===== src/rtl/game_ctrl_if.sv =====
// game_ctrl_if: control pulses from the scoreboard panel into game_ctrl and
// the status it reports back (state, period, timeouts, timer control, horn).
//   master: drives start_stop_i, next_i, tmo_i, time_zero_i; reads status
//   slave : game_ctrl side
`timescale 1ns/1ps
interface game_ctrl_if;
  logic       start_stop_i;
  logic       next_i;
  logic       tmo_i;
  logic       time_zero_i;
  logic       tm_load_o;
  logic       tm_run_o;
  logic [1:0] period_o;
  logic [1:0] tmo_used_o;
  logic [5:0] tmo_left_o;
  logic [2:0] state_o;
  logic       buzzer_o;
  logic       game_over_o;

  modport master (
    output start_stop_i, next_i, tmo_i, time_zero_i,
    input  tm_load_o, tm_run_o, period_o, tmo_used_o, tmo_left_o,
           state_o, buzzer_o, game_over_o
  );

  modport slave (
    input  start_stop_i, next_i, tmo_i, time_zero_i,
    output tm_load_o, tm_run_o, period_o, tmo_used_o, tmo_left_o,
           state_o, buzzer_o, game_over_o
  );
endinterface


===== src/rtl/game_ctrl.sv =====
// game_ctrl: game flow controller -- periods, pause/resume, timeouts with a
// seconds countdown, breaks between periods and the horn.
//   clk_gc : clock, all state changes on rising edge
//   rst_gc : synchronous active-high reset
//   bus    : game_ctrl_if.slave (panel pulses in, status/timer control out)
// Every output comes straight from a flop loaded with the next-state value,
// so outputs track the current state without an extra cycle of lag.
`timescale 1ns/1ps
module game_ctrl #(
  parameter int unsigned ONE_SEC     = 25000000,
  parameter int unsigned TIMEOUT_SEC = 30,
  parameter int unsigned BUZZ_CYC    = 12500000,
  parameter int unsigned NUM_PERIODS = 4,
  parameter int unsigned TMO_MAX     = 2
) (
  input  logic         clk_gc,
  input  logic         rst_gc,
  game_ctrl_if.slave   bus
);

  localparam int unsigned PRE_W = (ONE_SEC > 1) ? $clog2(ONE_SEC) : 1;
  localparam int unsigned BUZ_W = $clog2(BUZZ_CYC + 1);

  localparam logic [PRE_W-1:0] PRE_LAST    = PRE_W'(ONE_SEC - 1);
  localparam logic [BUZ_W-1:0] BUZ_LOAD    = BUZ_W'(BUZZ_CYC);
  localparam logic [1:0]       LAST_PERIOD = 2'(NUM_PERIODS - 1);
  localparam logic [1:0]       TMO_LIMIT   = 2'(TMO_MAX);
  localparam logic [5:0]       TMO_LOAD    = 6'(TIMEOUT_SEC);

  typedef enum logic [2:0] {
    S_IDLE  = 3'd0,
    S_LOAD  = 3'd1,
    S_RUN   = 3'd2,
    S_PAUSE = 3'd3,
    S_TMO   = 3'd4,
    S_BREAK = 3'd5,
    S_OVER  = 3'd6
  } state_t;

  state_t           state_q, state_n;
  logic [PRE_W-1:0] pre_q, pre_n;
  logic [BUZ_W-1:0] buz_q, buz_n;
  logic [1:0]       period_q, period_n;
  logic [1:0]       used_q, used_n;
  logic [5:0]       left_q, left_n;
  logic             buz_start;
  logic             tmo_ok;
  logic             tm_load_q, tm_run_q, buzzer_q, game_over_q;

  // A timeout request is honoured only while the period allowance lasts
  assign tmo_ok = bus.tmo_i && (used_q < TMO_LIMIT);

  // Next-state, counter and horn-trigger logic
  always_comb begin
    state_n   = state_q;
    pre_n     = pre_q;
    period_n  = period_q;
    used_n    = used_q;
    left_n    = left_q;
    buz_n     = buz_q;
    buz_start = 1'b0;

    case (state_q)
      S_IDLE: begin
        if (bus.start_stop_i) state_n = S_LOAD;
      end
      S_LOAD: begin
        state_n = S_RUN;
      end
      S_RUN: begin
        if (bus.time_zero_i) begin
          state_n   = (period_q < LAST_PERIOD) ? S_BREAK : S_OVER;
          buz_start = 1'b1;
        end else if (bus.start_stop_i) begin
          state_n = S_PAUSE;
        end else if (tmo_ok) begin
          state_n = S_TMO;
          used_n  = used_q + 2'd1;
          left_n  = TMO_LOAD;
          pre_n   = '0;
        end
      end
      S_PAUSE: begin
        if (bus.start_stop_i) begin
          state_n = S_RUN;
        end else if (tmo_ok) begin
          state_n = S_TMO;
          used_n  = used_q + 2'd1;
          left_n  = TMO_LOAD;
          pre_n   = '0;
        end
      end
      S_TMO: begin
        // Cancel wins over a coinciding expiry, so no horn in that case
        if (bus.next_i) begin
          state_n = S_PAUSE;
          left_n  = '0;
        end else if (pre_q == PRE_LAST) begin
          pre_n  = '0;
          left_n = left_q - 6'd1;
          if (left_q == 6'd1) begin
            state_n   = S_PAUSE;
            buz_start = 1'b1;
          end
        end else begin
          pre_n = pre_q + PRE_W'(1);
        end
      end
      S_BREAK: begin
        if (bus.next_i) begin
          period_n = period_q + 2'd1;
          used_n   = '0;
          state_n  = S_LOAD;
        end
      end
      S_OVER: begin
        state_n = S_OVER;
      end
      default: begin
        state_n = S_IDLE;
      end
    endcase

    // Horn length counter; a new trigger restarts the full length
    if (buz_start) begin
      buz_n = BUZ_LOAD;
    end else if (buz_q != '0) begin
      buz_n = buz_q - BUZ_W'(1);
    end
  end

  // State, counters and registered outputs
  always_ff @(posedge clk_gc) begin
    if (rst_gc) begin
      state_q     <= S_IDLE;
      pre_q       <= '0;
      buz_q       <= '0;
      period_q    <= '0;
      used_q      <= '0;
      left_q      <= '0;
      tm_load_q   <= 1'b0;
      tm_run_q    <= 1'b0;
      buzzer_q    <= 1'b0;
      game_over_q <= 1'b0;
    end else begin
      state_q     <= state_n;
      pre_q       <= pre_n;
      buz_q       <= buz_n;
      period_q    <= period_n;
      used_q      <= used_n;
      left_q      <= left_n;
      tm_load_q   <= (state_n == S_LOAD);
      tm_run_q    <= (state_n == S_RUN);
      buzzer_q    <= (buz_n != '0);
      game_over_q <= (state_n == S_OVER);
    end
  end

  assign bus.state_o     = state_q;
  assign bus.tm_load_o   = tm_load_q;
  assign bus.tm_run_o    = tm_run_q;
  assign bus.period_o    = period_q;
  assign bus.tmo_used_o  = used_q;
  assign bus.tmo_left_o  = left_q;
  assign bus.buzzer_o    = buzzer_q;
  assign bus.game_over_o = game_over_q;

endmodule


===== src/flat_wrapper.sv =====
// flat-port wrapper written by rule: the top's interface ports become plain ports
module game_ctrl_flat 
#(
  parameter int unsigned ONE_SEC     = 25000000,
  parameter int unsigned TIMEOUT_SEC = 30,
  parameter int unsigned BUZZ_CYC    = 12500000,
  parameter int unsigned NUM_PERIODS = 4,
  parameter int unsigned TMO_MAX     = 2
)
  (clk_gc, rst_gc, bus_start_stop_i, bus_next_i, bus_tmo_i, bus_time_zero_i, bus_tm_load_o, bus_tm_run_o, bus_period_o, bus_tmo_used_o, bus_tmo_left_o, bus_state_o, bus_buzzer_o, bus_game_over_o);
  game_ctrl_if bus_i ();
  input  logic clk_gc;
  input  logic rst_gc;
  input wire logic [$bits(bus_i.start_stop_i)-1:0] bus_start_stop_i;
  input wire logic [$bits(bus_i.next_i)-1:0] bus_next_i;
  input wire logic [$bits(bus_i.tmo_i)-1:0] bus_tmo_i;
  input wire logic [$bits(bus_i.time_zero_i)-1:0] bus_time_zero_i;
  output wire logic [$bits(bus_i.tm_load_o)-1:0] bus_tm_load_o;
  output wire logic [$bits(bus_i.tm_run_o)-1:0] bus_tm_run_o;
  output wire logic [$bits(bus_i.period_o)-1:0] bus_period_o;
  output wire logic [$bits(bus_i.tmo_used_o)-1:0] bus_tmo_used_o;
  output wire logic [$bits(bus_i.tmo_left_o)-1:0] bus_tmo_left_o;
  output wire logic [$bits(bus_i.state_o)-1:0] bus_state_o;
  output wire logic [$bits(bus_i.buzzer_o)-1:0] bus_buzzer_o;
  output wire logic [$bits(bus_i.game_over_o)-1:0] bus_game_over_o;
  assign bus_i.start_stop_i = bus_start_stop_i;
  assign bus_i.next_i = bus_next_i;
  assign bus_i.tmo_i = bus_tmo_i;
  assign bus_i.time_zero_i = bus_time_zero_i;
  assign bus_tm_load_o = bus_i.tm_load_o;
  assign bus_tm_run_o = bus_i.tm_run_o;
  assign bus_period_o = bus_i.period_o;
  assign bus_tmo_used_o = bus_i.tmo_used_o;
  assign bus_tmo_left_o = bus_i.tmo_left_o;
  assign bus_state_o = bus_i.state_o;
  assign bus_buzzer_o = bus_i.buzzer_o;
  assign bus_game_over_o = bus_i.game_over_o;
  game_ctrl #(.ONE_SEC(ONE_SEC), .TIMEOUT_SEC(TIMEOUT_SEC), .BUZZ_CYC(BUZZ_CYC), .NUM_PERIODS(NUM_PERIODS), .TMO_MAX(TMO_MAX)) u_core (.clk_gc(clk_gc), .rst_gc(rst_gc), .bus(bus_i));
endmodule

===== config.mk =====
export PLATFORM = sky130hd
export DESIGN_NAME = game_ctrl_flat
export DESIGN_NICKNAME = d
export VERILOG_FILES = /design/src/rtl/game_ctrl_if.sv /design/src/rtl/game_ctrl.sv /design/src/flat_wrapper.sv
export SDC_FILE = /design/constraint.sdc
export NUM_CORES = 1
export LEC_CHECK = 0
export BUFFER_PORTS_ARGS = -buffer_cell sky130_fd_sc_hd__buf_2
export CORE_UTILIZATION = 40
export CTS_CLUSTER_SIZE = 25
export DETAILED_ROUTE_END_ITERATION = 6
export PLACE_DENSITY = 0.64
export SETUP_SLACK_MARGIN = 0.05
export SLEW_MARGIN = 20
export SYNTH_ARGS = -nofsm -noshare
export SYNTH_HDL_FRONTEND = slang
export SYNTH_SLANG_ARGS = --single-unit
export TNS_END_PERCENT = 10

===== constraint.sdc =====
create_clock -name clk_gc -period 5.8 [get_ports clk_gc]
set_input_delay 0.58 -clock clk_gc [delete_from_list [all_inputs] [get_ports clk_gc]]
set_output_delay 0.58 -clock clk_gc [all_outputs]
set_load 0.005 [all_outputs]

[Yosys cells after proc, flatten, opt, wreduce, memory -nomap -nowiden]
Cells that the tools add are included.
Operators by class
  $add $sub $neg: 5
  order comparisons: 2
  equal/unequal tests: 15
  muxes and demuxes: 35
  reduce and logical (&&, ||, !) cells: 10
Operators by type and width (count)
  25-bit two-way mux: 5
  25-bit one-hot mux with 3 select lines: 1
  24-bit two-way mux: 2
  24-bit nonzero test: 2
  6-bit two-way mux: 5
  3-bit two-way mux: 9
  25-bit by 1-bit adder with 25-bit output (second input constant): 1
  25-bit == test (second input constant): 1
  24-bit by 1-bit subtractor with 24-bit output (second input constant): 1
  3-bit one-hot mux with 7 select lines: 1
  6-bit one-hot mux with 3 select lines: 1
  3-bit == test (second input constant): 4
  2-bit two-way mux: 5
  3-bit by 2-bit == test with 1-bit output (second input constant): 3
  3-bit AND reduction: 3
  3-bit by 1-bit == test with 1-bit output (second input constant): 2
  6-bit by 1-bit == test with 1-bit output (second input constant): 1
  2-bit != test (second input constant): 3
  2-bit one-hot mux with 3 select lines: 1
  3-bit nonzero test: 2
  6-bit by 1-bit subtractor with 6-bit output (second input constant): 1
  2-bit by 1-bit adder with 2-bit output (second input constant): 2
  2-bit less-than comparator (second input constant): 2
  1-bit two-way mux: 4
  5 further kinds: 5
Storage, ports and cells
  register bits: 66
  input bits: 6

[Logic depth before layout (Yosys ltp)]
Gate-level depths: netlist of run 1.
  word-level depth: 7
  depth in mapped cells: 9
  gate-level depth less buffers: 9

[Worst setup path before layout of run 1]
No wires, ideal clock.
  path kind: register -> register
  start point: register u_core.buz_q[0]
  end point: register u_core.buzzer_q, in the netlist u_core.bus.buzzer_o
  data arrival time: 2227 ps
  setup slack: 3444 ps
  cell stages (with the launch flop): 10
  path buffers: 0
  clock period less this slack: 2356 ps
  cell sequence: dfxtp_1 -> inv_1 -> ha_1 -> or4b_4 -> or3_4 -> nor4_4 -> xnor2_1 -> o2111a_1 -> and4_4 -> a31oi_1
Between the ends
  longest elaborated chain between the ends: 4
  elaborated cells on any way between the ends: 5
  those cells by class: 1 x add/sub; 2 x mux; 2 x reduce/logical
Ends and longest elaborated chain
  from (decl): RTL line game_ctrl.sv:42  | logic [BUZ_W-1:0] buz_q, buz_n;
  from (signal assigned): RTL line game_ctrl.sv:148  | buz_q <= buz_n;
  24-bit by 1-bit subtractor with 24-bit output / 24-bit nonzero test (equally long branches): RTL line game_ctrl.sv:128, game_ctrl.sv:127
  24-bit two-way mux *: RTL line game_ctrl.sv:127  | end else if (buz_q != '0) begin
  24-bit two-way mux *: RTL line game_ctrl.sv:125  | if (buz_start) begin
  24-bit nonzero test *: RTL line game_ctrl.sv:154  | buzzer_q <= (buz_n != '0);
  to (signal assigned): RTL line game_ctrl.sv:154
  to (decl): RTL line game_ctrl.sv:48  | logic tm_load_q, tm_run_q, buzzer_q, game_over_q;
Mark *: on every way between the ends. The rest lies on a longest branch, timed or not.
A chain may end at the register's enable or synchronous reset.

[Worst setup path after layout of run 1]
Ends and elaborated chain as after synthesis.

==> results of run 1 <==
==> state kept, by name (all words and copies together), names as in the netlist <==
signal                  cells
u_core.buz_q               24
u_core.bus.period_o         2
u_core.pre_q               25
u_core.bus.state_o          3
u_core.bus.tm_load_o        1
u_core.bus.buzzer_o         1
u_core.bus.tmo_used_o       2
u_core.bus.tm_run_o         1
u_core.bus.tmo_left_o       6
u_core.bus.game_over_o      1
==> cell usage after synthesis, drive strengths merged, types with 3 or more instances <==
cell type  count  area [um2]
inv           10       37.54
o211ai         4       30.03
xnor2         11       96.34
nor2          58       217.7
o21ai         21       105.1
a21oi         45       236.5
clkbuf         8       30.03
or3            5       36.28
nand2         36       135.1
nor3          23       120.1
nor2b          7       43.79
nor4          11       98.84
ha             6       75.07
nor3b         10       80.07
nand3         18       90.09
nand4         13       81.33
xor2          13       113.9
buf            3       21.27
and2           8       51.30
nand2b         6       37.54
and3           7       43.79
and4           5       46.29
a211oi         5       37.54
a31oi         11       68.82
a311oi         4       35.03
or4            5       38.79
dfxtp         66        1321
==> worst max-delay path: stages (launching register included) <==
cell	delay [ns]
dfxtp_1	0.35
inv_1	0.10
ha_1	0.23
or4b_4	0.53
or3_4	0.38
nor4_4	0.15
xnor2_1	0.18
o2111a_1	0.23
and4_4	0.22
a31oi_1	0.08
==> worst max path at each step <==
stage	startpoint	to	slack [ns]	cells after the start
after global routing	u_core.bus.state_o[2]$_SDFF_PP0_	u_core.pre_q[11]$_SDFFE_PP0P_	2.92	7
after global placement	bus_start_stop_i	u_core.pre_q[11]$_SDFFE_PP0P_	3.00	8
after detailed placement	bus_start_stop_i	u_core.pre_q[11]$_SDFFE_PP0P_	2.92	8
after CTS	u_core.bus.state_o[2]$_SDFF_PP0_	u_core.pre_q[11]$_SDFFE_PP0P_	3.17	7
final	u_core.buz_q[0]$_SDFF_PP0_	u_core.bus.buzzer_o$_SDFF_PP0_	3.19	9
after floorplan	u_core.buz_q[0]$_SDFF_PP0_	u_core.bus.buzzer_o$_SDFF_PP0_	3.44	9
==> per-layer routing <==
layer,GRT usage,part of all wire
met1,0.2566,0.49
met2,0.2896,0.44
met3,0.03791,0.049
met4,0.06468,0.013
met5,0,0
==> logic make-up after synthesis <==
family	Yosys count
xor gates and xnor gates	24
and+or+nand+nor	222
muxes	3
DFF	66
buffers and inverters	23
adders and majority gates	6
AOI/OAI and AO/OA	98
==> final cells by class <==
class,count,area share
multi-input combinational,353,0.5319
inverter,10,0.009425
sequential,66,0.3318
tap,108,0.03393
clock buffer,12,0.03896
timing repair buffer,23,0.02953
clock inverter,4,0.02451
==> metrics by stage <==
| stage | worst slack, ns | cell area (um2) | hold WS, ns |
|---|---|---|---|
| finish | 3.186 | 3983 | 0.4802 |
| global route | 2.921 | 3983 | 0.5024 |
| floorplan | 3.444 | 3550 | 0.4490 |
| detailed placement | 2.919 | 3730 | 0.4751 |
| CTS | 3.172 | 3983 | 0.4851 |
| global placement | 3.005 | 3730 | 0.4683 |
==> where the power goes <==
group | internal (mW) | switching [mW]
clock | 0.309 | 0.174
combinational | 0.340 | 0.448
sequential | 0.535 | 0.0982
==> metrics.txt, run 1 <==
status finished, final reports clean; Distinct cells, synth between 50 and 60; initial antenna violation count 0; routed length per instance around 14 um; Final Hold Fails 0; Final min period roughly 2.6 ns; Setup Fix Bufs, Post-CTS 0; grt ovf 0; Register Area 1321 um2; fin crit share 0.4506; Vias about 3.3k; CTS tree yes; PortBufs 22; Static Leak around 1.5 nW; WS Path Type reg -> reg; Slew HR 0.4928; Post-CTS Hold Buffers 0; Synth Flop Type dfxtp_1; Post-Route Utilization 0.4612; worst min path class reg -> reg; main combinational cell family by area after synthesis simple AND/OR/NAND/NOR gates; leading cell type in the layout, fill and taps excluded dfxtp_1; vias in the first global route approximately 2.9k; worst slew pin tran ~0.76 ns; Yosys warning count 0; Layout area overhead 12.20%; DIE AREA ~9000 um2; Pwr Density ~480 nW/um2; largest net degree at the start of global routing 42; Global Route Usage Sum 0.1870; DRC errors left 0; post-synthesis async set-or-reset flop share 0; Die W slightly below 100 um; worst hold path depth 2; fin. max-slew vios 0; post-synthesis mux area share 0.009165; hold_sp u_core.bus.period_o[1]$_SDFFE_PP0P_; share of cells above drive strength 1 0.1111; synthesized-area fraction occupied by and/or/nand/nor cells 0.3430; startpoint types flip-flop; HPWL after DPL roughly 5.9 mm; r2r endpoint u_core.bus.buzzer_o$_SDFF_PP0_; Synth Area in Compound Gates 0.1643; Mapped Nets around 450; Clk Tree Root Cell clkbuf_8; final net count around 480; Post-CTS Resized 0; first-pass GRT wire length between 10 and 15 mm; Reg2Reg Launch Point u_core.buz_q[0]$_SDFF_PP0_; fillcell total ~840; f_max ~0.38 GHz; setup_tns 0 ns; CTS sink cnt 66; post-synthesis register bit count between 60 and 70; Via-to-Cell Ratio 5.731; I/O pins 23; post-synthesis xor/xnor area fraction 0.05922; FF-to-FF path depth 9; Max FO, Critical Path 6; Seq/Total Area, Yosys 0.3722; Post-Synth Adder-Cell Area 0.02115; Total Power between 1.5 and 2 mW; n_diodes 0; number of synthesized flops with an enable pin 0; final WL 8.075 mm; Worst-Skew Late Latency 0.34 ns; Worst R2R Setup Slack approximately 3.2 ns; Worst-path clk slew 0.08 ns; Required @ worst endpoint 5.99 ns; Cell Count, Final, Fillers Out 576; Crit path arrival time approximately 2.8 ns; area of the multi-input gates 2118 um2; final setup vio count 0; syn avg cell area between 8 and 9 um2; global placer's final weighted congestion between 0.8 and 0.9; most frequent cells in the layout 66 x dfxtp_1, 58 x nor2_1, 44 x a21oi_1; Worst setup EP type flip-flop; H-tree Lvls 3; RSZ-0062 raised after global routing false; Die Height 96.20 um; DRT antenna net count 0; CTS Buffer Depth 2; clock skew roughly 0.014 ns; Pre-antenna DRT Iters 5; clock buffer count from CTS 9; Hold Path End u_core.bus.period_o[1]$_SDFFE_PP0P_; placed instance count 560; mapped cell area ~3500 um2; Core Box Area roughly 8600 um2; drt first-iter violations 170; total of max-cap violations 0; cell count after synthesis roughly 440; Starting Density 0.4110; Peak VDD IR 220.0 uV; Rows 34
(Power assumes the default switching activity.)
==> run 2: changes to the inputs <==
PLACE_DENSITY = 0.66   (was 0.64)
clock period = 2.15 ns   (was 5.8 ns; I/O delays follow)
==> run 2 against run 1 <==
  * The flow now finishes with violations (setup timing)
  * Register-to-register slack got worse by 3.4 ns
  * Die area is the same
  * First-iteration DRC count is 25% lower
  * Sequential share of layout area is 4.8 points lower
  * Flip-flop and latch count stayed put
  * Critical path depth is the same
  * Combinational power grew to 4.3 times the previous value
  * Power rose to 3.2 times the previous value
  * Design area grew 18%
  * Routed wire length is 20% higher
  * Critical endpoint unchanged
==> metrics.txt, run 2 (synthesized netlist as in run 1, its figures left out) <==
drt first-iter violations 128 (-25%); Final min period 2.387 ns (-0.2270 ns); final net count 556 (+17%); Final Hold Fails 0 (unchanged); Reg power frac 0.274 (-0.058); worst slew pin tran 0.5902 ns (-0.1706 ns); final setup vio count 5 (+5); Die W 96.20 um (unchanged); routed length per instance 14.71 um (+4.9%); DRT antenna net count 0 (unchanged); FF-to-FF path depth 9 (unchanged); Vias 3631 (+10%); CTS Buffer Depth 2 (unchanged); Post-CTS Hold Buffers 0 (unchanged); Pre-antenna DRT Iters 4 (-1); Crit path arrival time 2.62 ns (-0.18 ns); Starting Density 0.4110 (unchanged); clock buffer count from CTS 9 (unchanged); Worst-Skew Late Latency 0.35 ns (about the same); Peak VDD IR 565.5 uV (+160%); vias in the first global route 3339 (+15%); r2r endpoint u_core.bus.buzzer_o$_SDFF_PP0_; grt ovf 0 (unchanged); final WL 9.663 mm (+20%); H-tree Lvls 3 (unchanged); Final Worst Setup Slack -0.2365 ns (-3.423 ns); Worst-path clk slew 0.08 ns (about the same); Rows 34 (unchanged); failing checks setup timing; first-pass GRT wire length 15.41 mm (+14%); hold_sp rst_gc; leading cell type in the layout, fill and taps excluded buf_4; NetSw 2.301 mW (+220%); Reg2Reg Launch Point u_core.buz_q[1]$_SDFF_PP0_; post-place setup slack -0.1884 ns (-3.108 ns); Hold Path End u_core.bus.tmo_left_o[0]$_SDFFE_PP0P_; clock skew 0.01497 ns (+0.001173 ns); Via-to-Cell Ratio 5.527 (-3.6%); setup_tns -0.3873 ns (-0.3873 ns); Die Height 96.20 um (unchanged); Biggest register u_core.pre_q; Global Route Usage Sum 0.2174 (+0.03037); Required @ worst endpoint 2.39 ns (-3.60 ns); Layout area overhead 32.25%; Clk Tree Root Cell clkbuf_8; fin crit share 1.110 (+0.6594); RSZ-0062 raised after global routing true; Worst setup EP type flip-flop; Slew HR 0.6035 (+0.1107); WS Path Type reg -> reg; most frequent cells in the layout 80 x buf_4, 60 x dfxtp_1, 57 x nor2_1; Pwr Density 1279 nW/um2 (+170%); worst hold path depth 2 (unchanged); largest net degree at the start of global routing 23 (-45%); DRC errors left 0 (unchanged); Largest register FFs 25 (unchanged); status complete, but fails checks; Static Leak 1.893 nW (+30%); Worst Setup SP u_core.buz_q[1]$_SDFF_PP0_; combinational share of power 0.561 (+0.147); share of cells above drive strength 1 0.2951 (+0.1840); initial antenna violation count 0 (unchanged); Max FO, Critical Path 2 (-4); HPWL after DPL 7.000 mm (+19%); Worst R2R Setup Slack -0.24 ns (-3.42 ns); CTS tree yes; total of max-cap violations 0 (unchanged); Switching Share 0.3833 (+0.005117); worst min path class in -> reg; n_diodes 0 (unchanged); PortBufs 22 (unchanged); fin. max-slew vios 0 (unchanged); power share of the clock group 0.165 (-0.089); I/O pins 23 (unchanged); f_max 0.4190 GHz (+9.5%); startpoint types flip-flop; DIE AREA 9254 um2 (unchanged); global placer's final weighted congestion 0.9230 (+3.6%); internal power 3.701 mW (+210%); Core Box Area 8636 um2 (unchanged); CTS sink cnt 66 (unchanged)
-- run 2: changes by cell type in the layout (fill, tap and decap cells not counted), moves of 3 or more --
| cell | before | now |
|---|---|---|
| dfxtp_2 | 0 | 5 |
| nor4_1 | 9 | 6 |
| dfxtp_1 | 66 | 60 |
| buf_4 | 1 | 80 |
| nor3b_1 | 9 | 5 |
| bufinv_16 | 3 | 0 |
| nor3b_2 | 1 | 4 |
-- run 2: final cells by class --
cell class                      instances  area, um2
Clock buffer                           14      172.7
Clock inverter                          2      10.01
Fill cell                             798       3941
Inverter                               10      37.54
Multi-Input combinational cell        353       2257
Sequential cell                        66       1331
Tap cell                              108      135.1
Timing Repair Buffer                  104      750.7
-- run 2: per-stage QoR --
step | cell area (um2) | total power, mW | hold slack (ns) | std cells | util
final | 4695 | 6.002 | 0.2519 | 657 | 0.5436
after global routing | 4695 | 6.431 | 0.2576 | 657 | 0.5436
after detailed placement | 4360 | 4.804 | 0.4741 | 639 | 0.5049
after global placement | 4360 | 4.803 | 0.4649 | 639 | 0.5049
after CTS | 4562 | 5.882 | 0.2395 | 656 | 0.5283
after floorplan | 3562 | 3.443 | 0.4090 | 442 | -
-- run 2: what timing repair did --
| action | in CTS | in global routing |
|---|---|---|
| hold endpoints to repair | 0 | 0 |
| setup buffers | 1 | 1 |
| pin swaps | 1 | 7 |
| resized for setup | 3 | 28 |
| setup endpoints to repair | 8 | 44 |
| gates cloned | 0 | 0 |
-- run 2: worst max-delay path by stage --
stage / end / slack (ns)
after floorplan: u_core.bus.buzzer_o$_SDFF_PP0_ / -0.18
after global placement: u_core.bus.buzzer_o$_SDFF_PP0_ / -0.17
after detailed placement: u_core.bus.buzzer_o$_SDFF_PP0_ / -0.19
after CTS: u_core.bus.buzzer_o$_SDFF_PP0_ / -0.22
after global routing: u_core.bus.buzzer_o$_SDFF_PP0_ / -0.32
final: u_core.bus.buzzer_o$_SDFF_PP0_ / -0.24
-- run 2: power groups by stage --
stage / Clock [mW] / Combinational (mW) / Sequential (mW)
after floorplan: 0 / 1.79 / 1.66
after global placement: 0 / 3.15 / 1.65
after detailed placement: 0 / 3.15 / 1.65
after CTS: 1.01 / 3.24 / 1.63
after global routing: 1.06 / 3.70 / 1.67
final: 0.988 / 3.37 / 1.64
-- run 2: critical path: stages (launching register included) --
cell      delay [ns]
dfxtp_2         0.33
inv_2           0.07
ha_4            0.14
or4b_4          0.47
or3_4           0.42
nor4_4          0.19
xnor2_2         0.16
o2111a_1        0.21
and4_4          0.22
a31oi_1         0.07
-- run 2: routing by layer --
metal / global-route usage / routed length (um)
met1: 0.2915 / 4579
met2: 0.3457 / 4495
met3: 0.04344 / 482
met4: 0.07463 / 105
met5: 0 / 0
==> run 3: changes to the inputs <==
PLACE_DENSITY = 0.64   (was 0.66)
clock period = 2.8 ns   (was 2.15 ns; I/O delays follow)
==> run 3 against run 2 <==
  * The flow now finishes without violations
  * Worst hold slack improved by 0.0039 ns
  * Design area decreased by 14%
  * Combinational power decreased by 51%
  * Core utilization decreased by 7.8 points
  * Via count decreased by 8.9%
  * Largest power group unchanged
  * Clock skew decreased by 0.0044 ns
==> metrics.txt, run 3 (synthesized netlist as in run 1, its figures left out) <==
status finished, final reports clean; total of max-cap violations 0 (unchanged); grt ovf 0 (unchanged); clock buffer count from CTS 9 (unchanged); n_diodes 0 (unchanged); Vias 3307 (-8.9%); Biggest register u_core.pre_q; Post-CTS Resized 0 (-3); Starting Density 0.4110 (unchanged); Final min period 2.514 ns (+0.1279 ns); Pwr Density 962.8 nW/um2 (-25%); delay-heaviest family, CP simple AND/OR/NAND/NOR gates; Worst-path clk slew 0.08 ns (about the same); Layout Cell Area excl Fill 4025 um2 (-14%); f_max 0.3977 GHz (-5.1%); PortBufs 22 (unchanged); FF-to-FF path depth 9 (unchanged); Core Box Area 8636 um2 (unchanged); Cell Count, Final, Fillers Out 585 (-11%); H-tree Lvls 3 (unchanged); fin crit share 0.8980 (-0.2120); CP max stage delay 0.53 ns (+0.06 ns); placement-stage cell area 3797 um2 (-13%); Global Route Usage Sum 0.1929 (-0.02455); placed instance count 569 (-11%); clock skew 0.01056 ns (-0.004412 ns); final setup vio count 0 (-5); most frequent cells in the layout 66 x dfxtp_1, 58 x nor2_1, 44 x a21oi_1; global placer's final weighted congestion 0.8543 (-7.4%); startpoint types flip-flop; DIE AREA 9254 um2 (unchanged); fin. max-slew vios 0 (unchanged); Peak VDD IR 371.0 uV (-34%); Crit path arrival time 2.74 ns (+0.12 ns); Setup Fix Bufs, Post-CTS 0 (-1); DRC errors left 0 (unchanged); drt first-iter violations 189 (+48%); Required @ worst endpoint 3.03 ns (+0.64 ns); worst hold path depth 2 (unchanged); worst min path class in -> reg; leading cell type in the layout, fill and taps excluded dfxtp_1; DRT antenna net count 0 (unchanged); WS Path Type reg -> reg; Final Hold Fails 0 (unchanged); CTS Buffer Depth 2 (unchanged); worst slew pin tran 0.6574 ns (+0.06722 ns); Via-to-Cell Ratio 5.653 (+2.3%); CTS tree yes; vias in the first global route 2912 (-13%); Largest register FFs 25 (unchanged); fillcell total 851 (+6.6%); Layout area overhead 13.39%; Static Leak 1.486 nW (-22%); final net count 484 (-13%); Worst setup EP type flip-flop; Crit. path cell count 9 (unchanged); Worst-Skew Late Latency 0.35 ns (about the same); crit path buf inv count 1 (unchanged); Worst path slowest cell or4b_4; Rows 34 (unchanged); crit-path cells inv_1, ha_1, or4b_4, or3_4, nor4_4, xnor2_1, o2111a_1, and4_4, a31oi_1; Clk Tree Root Cell clkbuf_8; largest net degree at the start of global routing 32 (+39%); share of cells above drive strength 1 0.1300 (-0.1651); setup_tns 0 ns (+0.3873 ns); HPWL after DPL 6.041 mm (-14%); Max FO, Critical Path 6 (+4); Pre-antenna DRT Iters 5 (+1); CTS sink cnt 66 (unchanged); Post-CTS Hold Buffers 0 (unchanged); initial antenna violation count 0 (unchanged); Slew HR 0.5601 (-0.04341); first-pass GRT wire length 13.89 mm (-9.9%); Total Power 3.875 mW (-35%); RSZ-0062 raised after global routing false; Die Height 96.20 um (unchanged); I/O pins 23 (unchanged); Die W 96.20 um (unchanged); routed length per instance 14.29 um (-2.9%); final WL 8.357 mm (-14%)
==> run 3: report_power, final <==
group          switching (mW)  internal [mW]  leakage (nW)
clock                   0.376          0.527         0.112
combinational           0.937          0.719         0.837
sequential              0.210           1.11         0.536
==> run 3: worst paths after layout <==
path,from,to,slack (ns)
setup / recovery,u_core.buz_q[0]$_SDFF_PP0_,u_core.bus.buzzer_o$_SDFF_PP0_,0.29
hold / removal,rst_gc,u_core.bus.tmo_left_o[0]$_SDFFE_PP0P_,0.26
setup reg to reg,u_core.buz_q[0]$_SDFF_PP0_,u_core.bus.buzzer_o$_SDFF_PP0_,0.29
hold reg to reg,u_core.bus.period_o[1]$_SDFFE_PP0P_,u_core.bus.period_o[1]$_SDFFE_PP0P_,0.48
==> run 3: area by class of cell <==
class	count	area [um2]	area share
multi-input combinational	353	2118	0.5263
sequential	66	1321	0.3283
timing repair buffer	32	185.2	0.04601
clock buffer	10	137.6	0.03419
tap	108	135.1	0.03357
clock inverter	6	90.09	0.02238
inverter	10	37.54	0.009325
==> run 3: through the flow <==
| step | util | setup WS, ns | hold WS (ns) |
|---|---|---|---|
| 2_1_floorplan | - | 0.4438 | 0.4490 |
| 3_5_place_dp | 0.4397 | 0.2967 | 0.4686 |
| 3_3_place_gp | 0.4397 | 0.3441 | 0.4639 |
| 6_report | 0.4661 | 0.2856 | 0.2558 |
| 4_1_cts | 0.4661 | 0.2892 | 0.2458 |
| 5_1_grt | 0.4661 | 0.1269 | 0.2616 |
==> run 3: worst register-to-register path: stages (launching register included) <==
cell	delay (ns)
dfxtp_1	0.34
inv_1	0.11
ha_1	0.22
or4b_4	0.53
or3_4	0.39
nor4_4	0.15
xnor2_1	0.17
o2111a_1	0.20
and4_4	0.21
a31oi_1	0.08
==> run 3: layer usage <==
layer,track usage,vias up,routed length [um]
li1,-,1680,-
met1,0.2700,1541,4093
met2,0.2872,74,3791
met3,0.03712,12,336
met4,0.07960,0,135
met5,0,-,0
